==> config.mk <==
export PLATFORM = sky130hd
export DESIGN_NAME = line_follow_sequencer
export DESIGN_NICKNAME = d
export VERILOG_FILES = /design/src/rtl/robot_pkg.sv /design/src/rtl/sensor_debounce.sv /design/src/rtl/line_follow_sequencer.sv
export SDC_FILE = /design/constraint.sdc
export NUM_CORES = 1
export LEC_CHECK = 0
export CAP_MARGIN = 20
export CORE_UTILIZATION = 45
export DETAILED_ROUTE_END_ITERATION = 10
export PLACE_DENSITY_LB_ADDON = 0.05
export SETUP_SLACK_MARGIN = 0.3
export SYNTH_ARGS = -nofsm -noshare
export SYNTH_HDL_FRONTEND = slang
export SYNTH_HIERARCHICAL = 1
export SYNTH_SLANG_ARGS = --single-unit
==> constraint.sdc <==
create_clock -name clk -period 2.15 [get_ports clk]
set_input_delay 0.3225 -clock clk [delete_from_list [all_inputs] [get_ports clk]]
set_output_delay 0.3225 -clock clk [all_outputs]
set_load 0.03 [all_outputs]
==> src/rtl/robot_pkg.sv <==
// Shared definitions for the line-follow robot sequencer.
//   - FSM state encoding, reported on state_o
//   - steering direction encoding, remembered as last_dir
//   - default debounce length and search timeout
//   - helper that turns a PWM counter and a duty value into a wheel level
package robot_pkg;

  localparam logic [1:0] ST_IDLE   = 2'd0;
  localparam logic [1:0] ST_RUN    = 2'd1;
  localparam logic [1:0] ST_SEARCH = 2'd2;
  localparam logic [1:0] ST_HALT   = 2'd3;

  localparam logic DIR_LEFT  = 1'b0;
  localparam logic DIR_RIGHT = 1'b1;

  localparam int DEB_CYCLES_DEFAULT     = 4;
  localparam int SEARCH_TIMEOUT_DEFAULT = 64;

  localparam int PWM_W = 4;

  // Duty 0 is always low; duty 15 is high for 15 of every 16 counts.
  function automatic logic pwm_on(input logic [PWM_W-1:0] cnt,
                                  input logic [PWM_W-1:0] duty);
    return (cnt < duty);
  endfunction

endpackage

==> src/rtl/sensor_debounce.sv <==
// Debounce filter for one raw line sensor.
// Ports:
//   clk, reset - clock and synchronous active-high reset
//   raw        - raw sensor level (1 = line seen)
//   filtered   - filtered level; resets to 1
// The filtered value follows raw only after raw has disagreed with it for
// DEB_CYCLES consecutive cycles. A single agreeing cycle restarts the count.
module sensor_debounce
  import robot_pkg::*;
#(
  parameter int DEB_CYCLES = DEB_CYCLES_DEFAULT
) (
  input  logic clk,
  input  logic reset,
  input  logic raw,
  output logic filtered
);

  localparam int CNT_W = $clog2(DEB_CYCLES + 1);
  localparam logic [CNT_W-1:0] CNT_LAST = CNT_W'(DEB_CYCLES - 1);

  logic [CNT_W-1:0] cnt;

  always_ff @(posedge clk) begin
    if (reset) begin
      filtered <= 1'b1;
      cnt      <= '0;
    end else if (raw != filtered) begin
      // The current cycle is the DEB_CYCLES-th disagreeing one.
      if (cnt == CNT_LAST) begin
        filtered <= raw;
        cnt      <= '0;
      end else begin
        cnt <= cnt + 1'b1;
      end
    end else begin
      cnt <= '0;
    end
  end

endmodule

==> src/rtl/line_follow_sequencer.sv <==
// Line-follow robot sequencer: debounces two line sensors, steers two PWM
// wheels, spins to re-acquire a lost line, and halts after a search timeout.
// Ports:
//   clk, reset               - clock and synchronous active-high reset
//   start, stop              - level requests; stop wins over everything but reset
//   sensorLeft, sensorRight  - raw line sensors (1 = line seen)
//   duty_fast, duty_slow     - PWM duty (n/16) for the fast and slow wheel
//   motorLeft, motorRight    - registered PWM wheel drive
//   state_o                  - registered state (IDLE=0 RUN=1 SEARCH=2 HALT=3)
//   lost                     - registered flag, set when the search timed out
module line_follow_sequencer
  import robot_pkg::*;
#(
  parameter int DEB_CYCLES     = DEB_CYCLES_DEFAULT,
  parameter int SEARCH_TIMEOUT = SEARCH_TIMEOUT_DEFAULT
) (
  input  logic             clk,
  input  logic             reset,
  input  logic             start,
  input  logic             stop,
  input  logic             sensorLeft,
  input  logic             sensorRight,
  input  logic [PWM_W-1:0] duty_fast,
  input  logic [PWM_W-1:0] duty_slow,
  output logic             motorLeft,
  output logic             motorRight,
  output logic [1:0]       state_o,
  output logic             lost
);

  localparam int SC_W = $clog2(SEARCH_TIMEOUT + 1);
  localparam logic [SC_W-1:0] SEARCH_LAST = SC_W'(SEARCH_TIMEOUT - 1);

  logic             filt_left;
  logic             filt_right;
  logic [1:0]       state;
  logic [1:0]       state_nxt;
  logic             lost_nxt;
  logic             last_dir;
  logic             dir_nxt;
  logic [SC_W-1:0]  search_cnt;
  logic [SC_W-1:0]  search_nxt;
  logic [PWM_W-1:0] pwm_cnt;
  logic [PWM_W-1:0] duty_left;
  logic [PWM_W-1:0] duty_right;

  sensor_debounce #(.DEB_CYCLES(DEB_CYCLES)) u_deb_left (
    .clk      (clk),
    .reset    (reset),
    .raw      (sensorLeft),
    .filtered (filt_left)
  );

  sensor_debounce #(.DEB_CYCLES(DEB_CYCLES)) u_deb_right (
    .clk      (clk),
    .reset    (reset),
    .raw      (sensorRight),
    .filtered (filt_right)
  );

  // Per-wheel duty selected from the current state; duty 0 keeps a wheel off.
  // While RUN sees both sensors dark the wheels coast for the single cycle
  // before SEARCH takes over.
  always_comb begin
    duty_left  = '0;
    duty_right = '0;
    case (state)
      ST_RUN: begin
        case ({filt_left, filt_right})
          2'b11: begin duty_left = duty_fast; duty_right = duty_fast; end
          2'b01: begin duty_left = duty_slow; duty_right = duty_fast; end
          2'b10: begin duty_left = duty_fast; duty_right = duty_slow; end
          default: ;
        endcase
      end
      ST_SEARCH: begin
        if (last_dir == DIR_LEFT) duty_right = duty_fast;
        else                      duty_left  = duty_fast;
      end
      default: ;
    endcase
  end

  always_comb begin
    state_nxt  = state;
    lost_nxt   = lost;
    dir_nxt    = last_dir;
    search_nxt = search_cnt;
    case (state)
      ST_IDLE: begin
        if (start) state_nxt = ST_RUN;
      end
      ST_RUN: begin
        case ({filt_left, filt_right})
          2'b01: dir_nxt = DIR_LEFT;
          2'b10: dir_nxt = DIR_RIGHT;
          2'b00: begin
            state_nxt  = ST_SEARCH;
            search_nxt = '0;
          end
          default: ;
        endcase
      end
      ST_SEARCH: begin
        // Recovery is checked first so it wins over a coincident timeout.
        if (filt_left || filt_right) begin
          state_nxt = ST_RUN;
        end else if (search_cnt == SEARCH_LAST) begin
          state_nxt = ST_HALT;
          lost_nxt  = 1'b1;
        end else begin
          search_nxt = search_cnt + 1'b1;
        end
      end
      ST_HALT: begin
        if (start) begin
          state_nxt = ST_RUN;
          lost_nxt  = 1'b0;
        end
      end
      default: state_nxt = ST_IDLE;
    endcase
    if (stop) begin
      state_nxt  = ST_IDLE;
      lost_nxt   = 1'b0;
      dir_nxt    = last_dir;
      search_nxt = search_cnt;
    end
  end

  always_ff @(posedge clk) begin
    if (reset) begin
      state      <= ST_IDLE;
      lost       <= 1'b0;
      last_dir   <= DIR_RIGHT;
      search_cnt <= '0;
      pwm_cnt    <= '0;
    end else begin
      state      <= state_nxt;
      lost       <= lost_nxt;
      last_dir   <= dir_nxt;
      search_cnt <= search_nxt;
      pwm_cnt    <= pwm_cnt + 1'b1;
    end
  end

  // Output stage: wheel levels registered from the current counter and state.
  always_ff @(posedge clk) begin
    if (reset) begin
      motorLeft  <= 1'b0;
      motorRight <= 1'b0;
    end else begin
      motorLeft  <= !stop && pwm_on(pwm_cnt, duty_left);
      motorRight <= !stop && pwm_on(pwm_cnt, duty_right);
    end
  end

  assign state_o = state;

endmodule

; ---- Yosys cells after proc, flatten, opt, wreduce, memory -nomap -nowiden
; Cells that the tools add are included.
; Widths: inputs -> output; s select.
[classes]
add_sub_neg = 4
order_cmp = 2
n_eq_ne = 18
mux = 20
bitwise = 3
n_reduce_logical = 21
[ops]
columns = operator, count
row1 = $pmux 4 s2, 4
row2 = $mux 7, 3
row3 = $pmux 7 s2, 1
row4 = $ne 2x2->1 const B, 5
row5 = $eq 2x2->1 const B, 4
row6 = $lt 4x4->1, 2
row7 = $mux 2, 4
row8 = $mux 4, 2
row9 = $reduce_or 2->1, 4
row10 = $add 7x1->7 const B, 1
row11 = $eq 7x6->1 const B, 1
row12 = $add 3x1->3 const B, 2
row13 = $eq 3x2->1 const B, 2
row14 = $pmux 2 s3, 1
row15 = $reduce_and 3->1, 2
row16 = $reduce_bool 2->1, 3
row17 = $reduce_or 3->1, 2
row18 = $reduce_and 5->1, 1
row19 = $add 4x1->4 const B, 1
row20 = $eq 2x1->1 const B, 2
row21 = $logic_not 2->1, 2
row22 = $pmux 1 s2, 2
row23 = $reduce_and 2->1, 2
row24 = $reduce_and 4->1, 1
row25 = other kinds (8), 14
[totals]
reg_bits = 25
inputBits = 14
output_inout_bits = 5
elab_cells = 79

; ---- Longest topological paths before layout
; Gate-level depths: netlist (run 1).
[logic_depth]
word_depth = 6
ltp_mapped = 11
ltp_nobuf = 10

; ---- By module
; Netlist (run 1), hierarchy kept.
[modules_own_cells]
columns = module, n_inst, cells_each, area_each_um2, seq_area_each_um2
row1 = line_follow_sequencer, 1, 144, 1204.9, 340.3
row2 = sensor_debounce, 2, 13, 161.4, 80.1

; ---- Worst setup path after synthesis (run 1)
; Ideal clock, no wire load.
[synth_path]
path_kind = reg2reg
startpoint = register state[1] (netlist: state_o[1])
endpoint = register motorRight
setup_time_ns = 0.070
t_arrival_ns = 2.332
t_required_ns = 2.080
slack_ns = -0.251
path_stages_with_launch = 11
path_buffers = 1
period_less_slack_ns = 2.401
cell_sequence = dfxtp_1 > ha_1 > clkbuf_1 > inv_1 > o22ai_1 > a22o_1 > nand2_1 > ha_1 > a21o_1 > a211o_1 > a21oi_1
[synth_via]
elab_chain_len = 4
elab_cells_between_ends = 5
cone_classes = order compare (1) / eq/ne (2) / mux (1) / reduce/logical (1)
[synth_rtl]
columns = item, line_no
row1 = "start, declared", line_follow_sequencer.sv:36  ; logic [1:0] state;
row2 = "start signal, assigned", line_follow_sequencer.sv:139  ; state <= state_nxt;
row3 = $eq 2x2->1 or $eq 2x1->1 (tied branches), line_follow_sequencer.sv:67  ; case (state)
row4 = $pmux 4 s2 *, line_follow_sequencer.sv:67
row5 = $lt 4x4->1 *, robot_pkg.sv:24  ; return (cnt < duty);
row6 = $logic_and 1x1->1 *, line_follow_sequencer.sv:154  ; motorRight <= !stop && pwm_on(pwm_cnt, duty_right);
row7 = "end signal, assigned", line_follow_sequencer.sv:154
row8 = "end, declared", line_follow_sequencer.sv:26  ; output logic motorRight,
; Mark *: on every way between the ends. The rest lies on a longest branch, timed or not.
; A chain may end at the register's enable or synchronous reset.

; ---- Worst setup path in the final report (run 1)
[layout_path]
startpoint = register u_deb_right.filtered
endpoint = register motorLeft
[layout_via]
elab_chain_len = 6
elab_cells_between_ends = 8
cone_classes = order compare (1) / eq/ne (3) / mux (2) / reduce/logical (2)
[layout_rtl]
columns = item, line_no
row1 = "start, declared", sensor_debounce.sv:16  ; output logic filtered
row2 = "start signal, assigned", sensor_debounce.sv:31  ; filtered <= raw;
row3 = $eq 2x2->1, line_follow_sequencer.sv:69  ; case ({filt_left, filt_right})
row4 = $reduce_or 2->1 (no line), n/a
row5 = $pmux 4 s2 *, line_follow_sequencer.sv:69
row6 = $pmux 4 s2 *, line_follow_sequencer.sv:67
row7 = $lt 4x4->1 *, robot_pkg.sv:24
row8 = $logic_and 1x1->1 *, line_follow_sequencer.sv:153  ; motorLeft <= !stop && pwm_on(pwm_cnt, duty_left);
row9 = "end signal, assigned", line_follow_sequencer.sv:153
row10 = "end, declared", line_follow_sequencer.sv:25  ; output logic motorLeft,
; Marks and branches as above.

==> PnR_summary.wiki, run 1 <==
{| class="wikitable"
! Metric !! Value
|-
| Via total after detailed routing || roughly 1400
|-
| Critical Path RT || between 2000 and 2500 ps
|-
| Vertical die dimension || around 60 um
|-
| Syn. warnings || 6
|-
| Worst Clk Skew || 14.6 ps
|-
| Drt pass-1 iters || 4
|-
| Combined global-route utilization of all metal layers || 0.222
|-
| FP Rows || 20
|-
| Number of distinct library cell variants in the gate-level netlist after synthesis || 46
|-
| Final Worst Setup Slack || approximately 77 ps
|-
| Starting DRC count in detailed routing || 100
|-
| Mean Syn Cell Area || between 8 and 9 sq um
|-
| CP delay by family, top || compound AO/OA/AOI/OAI gates
|-
| Highest Clock Rate || between 0.4 and 0.5 GHz
|-
| Fraction of synthesis flops using an asynchronous set or reset pin || 0
|-
| First-pass GRT wire length || between 6 and 7 mm
|-
| Leakage power total || just under 0.8 nW
|-
| Total clock buffers created by CTS || 3
|-
| Hold EP || u_deb_right/cnt[0]$_SDFF_PP0_
|-
| Post-Place Worst Slack || -15.9 ps
|-
| Power Density || between 400 and 500 mW/mm^2
|-
| Worst Reg2Reg Path Length in Cells || 10
|-
| Clock edge transition at the registers on the reported setup and hold paths || around 160 ps
|-
| Count of clock tree sinks || 25
|-
| Worst-case clock buffer depth || 2
|-
| Buffers plus inverters on the worst setup path || 2
|-
| HP Class || reg -> reg
|-
| Number of inserted diodes || 0
|-
| Count of flip-flops with a built-in enable after synthesis || 0
|-
| Period minus WS final || slightly above 2000 ps
|-
| Peak supply drop || approximately 0.26 mV
|-
| Number of synthesized register bits || 25
|-
| Most frequently used flop master after synthesis || sky130_fd_sc_hd__dfxtp_1
|-
| RSZ-0062 raised after global routing || true
|-
| Outcome || finished clean
|-
| Final Net Count || 239
|-
| Beginning of the worst register-to-register path || u_deb_right/filtered$_SDFFE_PP1P_
|-
| Number of antenna violations at the first check in global routing || 0
|-
| Net count of the mapped netlist || a little over 200
|-
| Type of origin of the critical path || flip-flop
|-
| Area growth from synthesis to layout || 36.2%
|-
| Cell area reported after detailed placement || 0.00181 sq mm
|-
| Worst-path fanout max || 5
|-
| CTS tree || yes
|-
| Endpoint class of the critical path || flip-flop
|-
| Clock root buffer || sky130_fd_sc_hd__clkbuf_4
|-
| Ordered cell list for the critical path || inv_6, ha_4, nand2b_4, buf_4, o22ai_4, a22o_1, nand2_2, ha_4, a21oi_2, o31a_1
|-
| Starting density of the core || 0.488
|-
| Fraction of the yosys area taken by sequential cells || 0.328
|-
| Critical path's most frequent cell || sky130_fd_sc_hd__ha_4
|-
| Worst-Margin Slew || 372 ps
|-
| Post-detailed-placement half-perimeter wirelength || ~2.5 mm
|-
| Share of post-route cells with drive strength above 1 || 0.275
|-
| Max Slew Vio Count || 0
|-
| Wire length per cell after detailed routing || between 10 and 15 um
|-
| Maximum number of pins on one net before global-route repair || 20
|-
| Skew-Pair Late Insertion Delay || between 300 and 400 ps
|-
| Crit path max-delay cell type || sky130_fd_sc_hd__dfxtp_4
|-
| Kind of critical path || reg -> reg
|-
| Reg-to-reg setup timing slack || between 70 and 80 ps
|-
| # port buffers || 18
|-
| Hold-critical path depth || 1
|-
| Crit Reg-Reg Endpoint || motorLeft$_SDFF_PP0_
|-
| Number of top-level pins || 19
|-
| Footprint of the multi-input gates || between 0.001 and 0.0015 sq mm
|-
| Setup-violating endpoint count in the final report || 0
|-
| Worst relative slew slack || 0.750
|-
| Start point of the worst hold path || u_deb_right/cnt[0]$_SDFF_PP0_
|-
| Area of the die || about 0.0036 sq mm
|-
| Routed wire length || between 3 and 4 mm
|-
| Placer Congestion || 0.836
|-
| Critical path's largest stage delay || about 400 ps
|-
| CTS Hold Buffers Added || 0
|-
| Cell area after layout || around 0.0021 sq mm
|-
| Critical path data arrival time || ~2300 ps
|-
| Core Box Area || 0.00313 sq mm
|-
| DR vias/cell || 5.81
|-
| Final standard cell count with taps included and fillers excluded || around 250
|-
| Count of nets left with antenna violations after detail routing || 0
|-
| Inst Count DP || roughly 230
|-
| Reported max-cap violation count || 0
|-
| Final count of hold timing violations || 0
|-
| Global route overflow || 0
|-
| Final clock period utilization by the worst path || 0.964
|-
| Number of global-route vias before repair || 1344
|-
| DR DRC count || 0
|-
| Combined area of all synthesized cells || ~0.0015 sq mm
|-
| Die width || ~60 um
|-
| Cell count after synthesis || 170
|-
| Area taken by flip-flops and latches || a little over 500 sq um
|-
| Fillcell total || 253
|-
| CTS H-tree depth || 1
|}
-- registers in the layout, indices dropped and copies added, names as in the netlist --
register and count:
last_dir 1, pwm_cnt 4, u_deb_left/filtered 1, state_o 2
u_deb_right/filtered 1, lost 1, u_deb_right/cnt 3, u_deb_left/cnt 3
motorLeft 1, search_cnt 7, motorRight 1
-- report_power, final --
part	leakage [nW]	switching, mW	internal [mW]	total (mW)
clock network	0.0183	0.165	0.0762	0.241
logic	0.550	0.0838	0.0934	0.177
registers	0.204	0.0154	0.474	0.489
total	0.773	0.264	0.643	0.907
-- through the flow --
stage / total power, mW / util / TNS, ps / hold slack, ps
after global placement: 0.640 / 0.580 / 0 / 415
after detailed placement: 0.644 / 0.580 / -15.9 / 421
after global routing: 0.949 / 0.665 / 0 / 460
final: 0.907 / 0.665 / 0 / 439
after floorplan: 0.580 / - / 0 / 397
after CTS: 0.894 / 0.632 / 0 / 442
-- timing repair --
action | 4_1_cts | 5_1_grt
endpoints found under the setup margin | 2 | 2
pin swaps | 7 | 7
gates resized for setup | 14 | 15
setup buffers | 11 | 1
-- cell families (layout without fill, tap and decap cells) --
family,count (synthesis),after routing,share of synthesized area
buffers and inverters,15,49,0.0418
XOR/XNOR,4,4,0.0229
AO/OA/AOI/OAI,44,44,0.193
AND/OR/NAND/NOR,61,61,0.244
adder cells (fa/ha/maj),20,20,0.164
multiplexers,1,1,0.00655
flip-flops,25,25,0.328
-- per-layer routing --
metal  routed length (um)  global-route usage  vias to the layer above
li1                     -                   -                      704
met1                 1670               0.287                      689
met2                 1840               0.377                       38
met3                  100              0.0238                        9
met4                   80              0.0831                        0
met5                    0                   0                        -
-- synthesized netlist by cell type (all sizes together) (3+ instances only) --
| cell type | number | area, sq um |
|---|---|---|
| a211o | 3 | 28.8 |
| a21oi | 12 | 60.1 |
| a22o | 6 | 52.6 |
| and3 | 3 | 28.8 |
| dfxtp | 25 | 500 |
| ha | 20 | 250 |
| inv | 12 | 45.0 |
| nand2 | 13 | 48.8 |
| nand2b | 3 | 18.8 |
| nand3 | 5 | 25.0 |
| nor2 | 8 | 30.0 |
| nor2b | 5 | 31.3 |
| nor4 | 5 | 31.3 |
| o21ai | 7 | 35.0 |
| o22ai | 3 | 18.8 |
| or3 | 3 | 18.8 |
| or4 | 3 | 22.5 |
| xnor2 | 3 | 26.3 |
-- layout make-up --
type | instances | area share
tap | 44 | 0.0265
sequential | 25 | 0.248
timing repair buffer | 33 | 0.143
clock inverter | 1 | 0.00421
multi-input combinational | 130 | 0.543
inverter | 12 | 0.0253
clock buffer | 3 | 0.0108
-- worst max-delay path by stage --
| stage | start | endpoint | depth (start not counted) |
|---|---|---|---|
| 4_1_cts | u_deb_right/filtered$_SDFFE_PP1P_ | motorRight$_SDFF_PP0_ | 10 |
| 6_report | u_deb_right/filtered$_SDFFE_PP1P_ | motorLeft$_SDFF_PP0_ | 10 |
| 3_3_place_gp | u_deb_right/filtered$_SDFFE_PP1P_ | motorRight$_SDFF_PP0_ | 10 |
| 2_1_floorplan | state_o[0]$_SDFFE_PP0P_ | motorRight$_SDFF_PP0_ | 11 |
| 5_1_grt | u_deb_left/filtered$_SDFFE_PP1P_ | motorLeft$_SDFF_PP0_ | 10 |
| 3_5_place_dp | u_deb_right/filtered$_SDFFE_PP1P_ | motorRight$_SDFF_PP0_ | 10 |
-- cell usage in the layout, fill, tap and decap left out, types with 2 or more instances in the layout --
cell type | synthesis | final
sky130_fd_sc_hd__a211o_2 | 2 | 2
sky130_fd_sc_hd__a21oi_1 | 12 | 11
sky130_fd_sc_hd__a22o_1 | 6 | 6
sky130_fd_sc_hd__a31oi_1 | 2 | 2
sky130_fd_sc_hd__and3_4 | 2 | 2
sky130_fd_sc_hd__buf_4 | 0 | 14
sky130_fd_sc_hd__clkbuf_4 | 0 | 3
sky130_fd_sc_hd__clkdlybuf4s50_1 | 0 | 18
sky130_fd_sc_hd__dfxtp_1 | 25 | 21
sky130_fd_sc_hd__dfxtp_4 | 0 | 4
sky130_fd_sc_hd__ha_1 | 20 | 12
sky130_fd_sc_hd__ha_4 | 0 | 7
sky130_fd_sc_hd__inv_1 | 12 | 7
sky130_fd_sc_hd__inv_2 | 0 | 3
sky130_fd_sc_hd__inv_6 | 0 | 2
sky130_fd_sc_hd__nand2_1 | 13 | 10
sky130_fd_sc_hd__nand2_2 | 0 | 3
sky130_fd_sc_hd__nand2b_1 | 3 | 2
sky130_fd_sc_hd__nand3_1 | 5 | 5
sky130_fd_sc_hd__nand4b_1 | 2 | 2
sky130_fd_sc_hd__nor2_1 | 8 | 7
sky130_fd_sc_hd__nor2b_1 | 5 | 4
sky130_fd_sc_hd__nor4_1 | 5 | 4
sky130_fd_sc_hd__nor4b_2 | 2 | 2
sky130_fd_sc_hd__o211ai_1 | 2 | 2
sky130_fd_sc_hd__o21ai_0 | 5 | 5
sky130_fd_sc_hd__o21ai_1 | 2 | 2
sky130_fd_sc_hd__o22ai_4 | 0 | 2
sky130_fd_sc_hd__o31ai_1 | 2 | 2
sky130_fd_sc_hd__or3_1 | 3 | 3
sky130_fd_sc_hd__or4_1 | 3 | 3
sky130_fd_sc_hd__xnor2_1 | 3 | 3
Power figures use the tool's default switching activity.
==> run 2: changes to the inputs <==
--- a/config.mk
+++ b/config.mk
@@ -8,6 +8,7 @@
 export CAP_MARGIN = 20
 export CORE_UTILIZATION = 45
 export DETAILED_ROUTE_END_ITERATION = 10
+export MAX_ROUTING_LAYER = met4
 export PLACE_DENSITY_LB_ADDON = 0.05
 export SETUP_SLACK_MARGIN = 0.3
 export SYNTH_ARGS = -nofsm -noshare
==> PnR_summary.wiki, run 2 (synthesis gave the netlist of run 1 again) <==
{| class="wikitable"
! Metric !! Value
|-
| Reported max-cap violation count || 0 (unchanged)
|-
| Startpoint of the worst setup timing path || u_deb_right/filtered$_SDFFE_PP1P_ (unchanged)
|-
| Top Registers || search_cnt: 7 flops, pwm_cnt: 4 flops (unchanged)
|-
| Critical Path RT || 2390 ps (about the same)
|-
| Critical path data arrival time || 2310 ps (was 2320 ps)
|-
| Worst Reg2Reg Path Length in Cells || 10 (unchanged)
|-
| Count of clock tree sinks || 25 (unchanged)
|-
| Beginning of the worst register-to-register path || u_deb_right/filtered$_SDFFE_PP1P_ (unchanged)
|-
| Number of top-level pins || 19 (unchanged)
|-
| DR DRC count || 0 (unchanged)
|-
| Final clock period utilization by the worst path || 0.962 (was 0.964)
|-
| Number of antenna violations at the first check in global routing || 0 (unchanged)
|-
| Leading cell types in the layout, fill and taps excluded || sky130_fd_sc_hd__dfxtp_1 (21), sky130_fd_sc_hd__clkdlybuf4s50_1 (18), sky130_fd_sc_hd__buf_4 (14) (unchanged)
|-
| Routed wire length || 3.71 mm (was 3.70 mm)
|-
| CTS H-tree depth || 1 (unchanged)
|-
| Worst Clk Skew || 14.1 ps (was 14.6 ps)
|-
| Fillcell total || 253 (unchanged)
|-
| Wire length per cell after detailed routing || 15.0 um (was 14.9 um)
|-
| Total clock buffers created by CTS || 3 (unchanged)
|-
| Power Density || 436 mW/mm^2 (about the same)
|-
| Flip-flop count of the largest register, all copies and words added || 7 (unchanged)
|-
| Max Slew Vio Count || 0 (unchanged)
|-
| Cell area reported after detailed placement || 0.00181 sq mm (unchanged)
|-
| DR vias/cell || 5.78 (was 5.81)
|-
| Clock edge transition at the registers on the reported setup and hold paths || 160 ps (about the same)
|-
| Number of global-route vias before repair || 1345 (was 1344)
|-
| # port buffers || 18 (unchanged)
|-
| Post-detailed-placement half-perimeter wirelength || 2.51 mm (unchanged)
|-
| Setup-violating endpoint count in the final report || 0 (unchanged)
|-
| Final-layout setup total negative slack || 0 ps (unchanged)
|-
| Placer Congestion || 0.849 (was 0.836)
|-
| Peak supply drop || 0.263 mV (about the same)
|-
| CTS tree || yes (unchanged)
|-
| Drt pass-1 iters || 4 (unchanged)
|-
| Setup crit end || motorLeft$_SDFF_PP0_ (unchanged)
|-
| HP Class || reg -> reg (unchanged)
|-
| Number of inserted diodes || 0 (unchanged)
|-
| Area of the die || 0.00363 sq mm (unchanged)
|-
| Starting DRC count in detailed routing || 74 (was 100)
|-
| Area growth from synthesis to layout || 36.0% (was 36.2%)
|-
| Global route overflow || 0 (unchanged)
|-
| Crit Reg-Reg Endpoint || motorLeft$_SDFF_PP0_ (unchanged)
|-
| Die width || 60.3 um (unchanged)
|-
| Skew-Pair Late Insertion Delay || 340 ps (was 350 ps)
|-
| Hold Worst Slack || 440 ps (was 439 ps)
|-
| Worst-Margin Slew || 372 ps (about the same)
|-
| Clock root buffer || sky130_fd_sc_hd__clkbuf_4 (unchanged)
|-
| Final total power || 0.907 mW (about the same)
|-
| Type of origin of the critical path || flip-flop (unchanged)
|-
| Endpoint class of the critical path || flip-flop (unchanged)
|-
| Core utilization of the finished layout || 0.664 (was 0.665)
|-
| Leakage power total || 0.772 nW (was 0.773 nW)
|-
| Maximum number of pins on one net before global-route repair || 20 (unchanged)
|-
| Combined global-route utilization of all metal layers || 0.229 (was 0.222)
|-
| Final count of hold timing violations || 0 (unchanged)
|-
| Outcome || finished clean (unchanged)
|-
| FP Rows || 20 (unchanged)
|-
| Count of nets left with antenna violations after detail routing || 0 (unchanged)
|-
| Largest register by flop count || search_cnt (unchanged)
|-
| Core Box Area || 0.00313 sq mm (unchanged)
|-
| Highest Clock Rate || 0.483 GHz (about the same)
|-
| Final Net Count || 239 (unchanged)
|-
| Period minus WS final || 2070 ps (about the same)
|-
| Leading cell type in the layout, fill and taps excluded || sky130_fd_sc_hd__dfxtp_1 (unchanged)
|-
| Vertical die dimension || 60.3 um (unchanged)
|-
| Share of post-route cells with drive strength above 1 || 0.270 (was 0.275)
|-
| Worst-path fanout max || 5 (unchanged)
|-
| Worst relative slew slack || 0.750 (about the same)
|-
| Kind of critical path || reg -> reg (unchanged)
|-
| Reg-to-reg setup timing slack || 80 ps (about the same)
|-
| RSZ-0062 raised after global routing || true (unchanged)
|-
| Via total after detailed routing || 1433 (was 1440)
|-
| Cell area after layout || 0.00208 sq mm (about the same)
|-
| First-pass GRT wire length || 6.09 mm (unchanged)
|-
| Starting density of the core || 0.488 (unchanged)
|-
| Worst-case clock buffer depth || 2 (unchanged)
|}
## run 2: cell counts in the layout (fill, tap and decap cells not counted)
Identical to the previous run, type by type.
## run 2: routing by layer
metal	up-vias	global-route usage	part of all wire	routed length, um
li1	704	-	-	-
met1	685	0.287	0.44	1640
met2	35	0.377	0.50	1840
met3	9	0.0238	0.042	155
met4	0	0.0831	0.021	78
met5	-	-	0	0
## run 2: worst max-delay path: stages (launching register included)
cell,delay (ps)
sky130_fd_sc_hd__dfxtp_4,400
sky130_fd_sc_hd__inv_6,50
sky130_fd_sc_hd__ha_4,170
sky130_fd_sc_hd__nand2b_4,170
sky130_fd_sc_hd__buf_4,150
sky130_fd_sc_hd__o22ai_4,180
sky130_fd_sc_hd__a22o_1,190
sky130_fd_sc_hd__nand2_2,70
sky130_fd_sc_hd__ha_4,260
sky130_fd_sc_hd__a21oi_2,40
sky130_fd_sc_hd__o31a_1,290
## run 2: cell type report
type | count | area, sq um | share of cell area
multi-input cells | 130 | 1130 | 0.542
flip-flops and latches | 25 | 515 | 0.248
repair buffers | 33 | 297 | 0.143
well taps | 44 | 55.1 | 0.0265
inverters | 12 | 52.6 | 0.0253
clock buffers | 3 | 22.5 | 0.0108
clock inverters | 1 | 8.76 | 0.00421
## run 2: worst min-delay path by stage
| stage | endpoint | from | depth (start not counted) | slack [ps] |
|---|---|---|---|---|
| floorplan | u_deb_left/cnt[1]$_SDFF_PP0_ | reset | 1 | 400 |
| global route | u_deb_right/cnt[0]$_SDFF_PP0_ | u_deb_right/cnt[0]$_SDFF_PP0_ | 1 | 460 |
| finish | u_deb_right/cnt[0]$_SDFF_PP0_ | u_deb_right/cnt[0]$_SDFF_PP0_ | 1 | 440 |
| CTS | u_deb_right/cnt[0]$_SDFF_PP0_ | u_deb_right/cnt[0]$_SDFF_PP0_ | 1 | 440 |
| detailed placement | u_deb_right/cnt[0]$_SDFF_PP0_ | u_deb_right/cnt[0]$_SDFF_PP0_ | 1 | 420 |
| global placement | u_deb_left/cnt[0]$_SDFF_PP0_ | u_deb_left/cnt[0]$_SDFF_PP0_ | 1 | 420 |
## run 2: repair_timing
action                     4_1_cts  5_1_grt
pin swaps                        7        7
hold buffers                     0        0
gates resized for setup         14       14
buffers inserted                11        1
setup endpoints to repair        2        2
## run 2: power breakdown
part / total (mW) / switching (mW) / internal (mW)
Combinational: 0.177 / 0.0839 / 0.0933
Sequential: 0.489 / 0.0152 / 0.474
Clock: 0.240 / 0.164 / 0.0762
## run 2: per-stage QoR
stage | setup WS [ps] | instances
4_1_cts | 148 | 247
3_3_place_gp | 109 | 232
2_1_floorplan | 163 | 170
6_report | 80.9 | 248
5_1_grt | 5.83 | 248
3_5_place_dp | -15.9 | 232
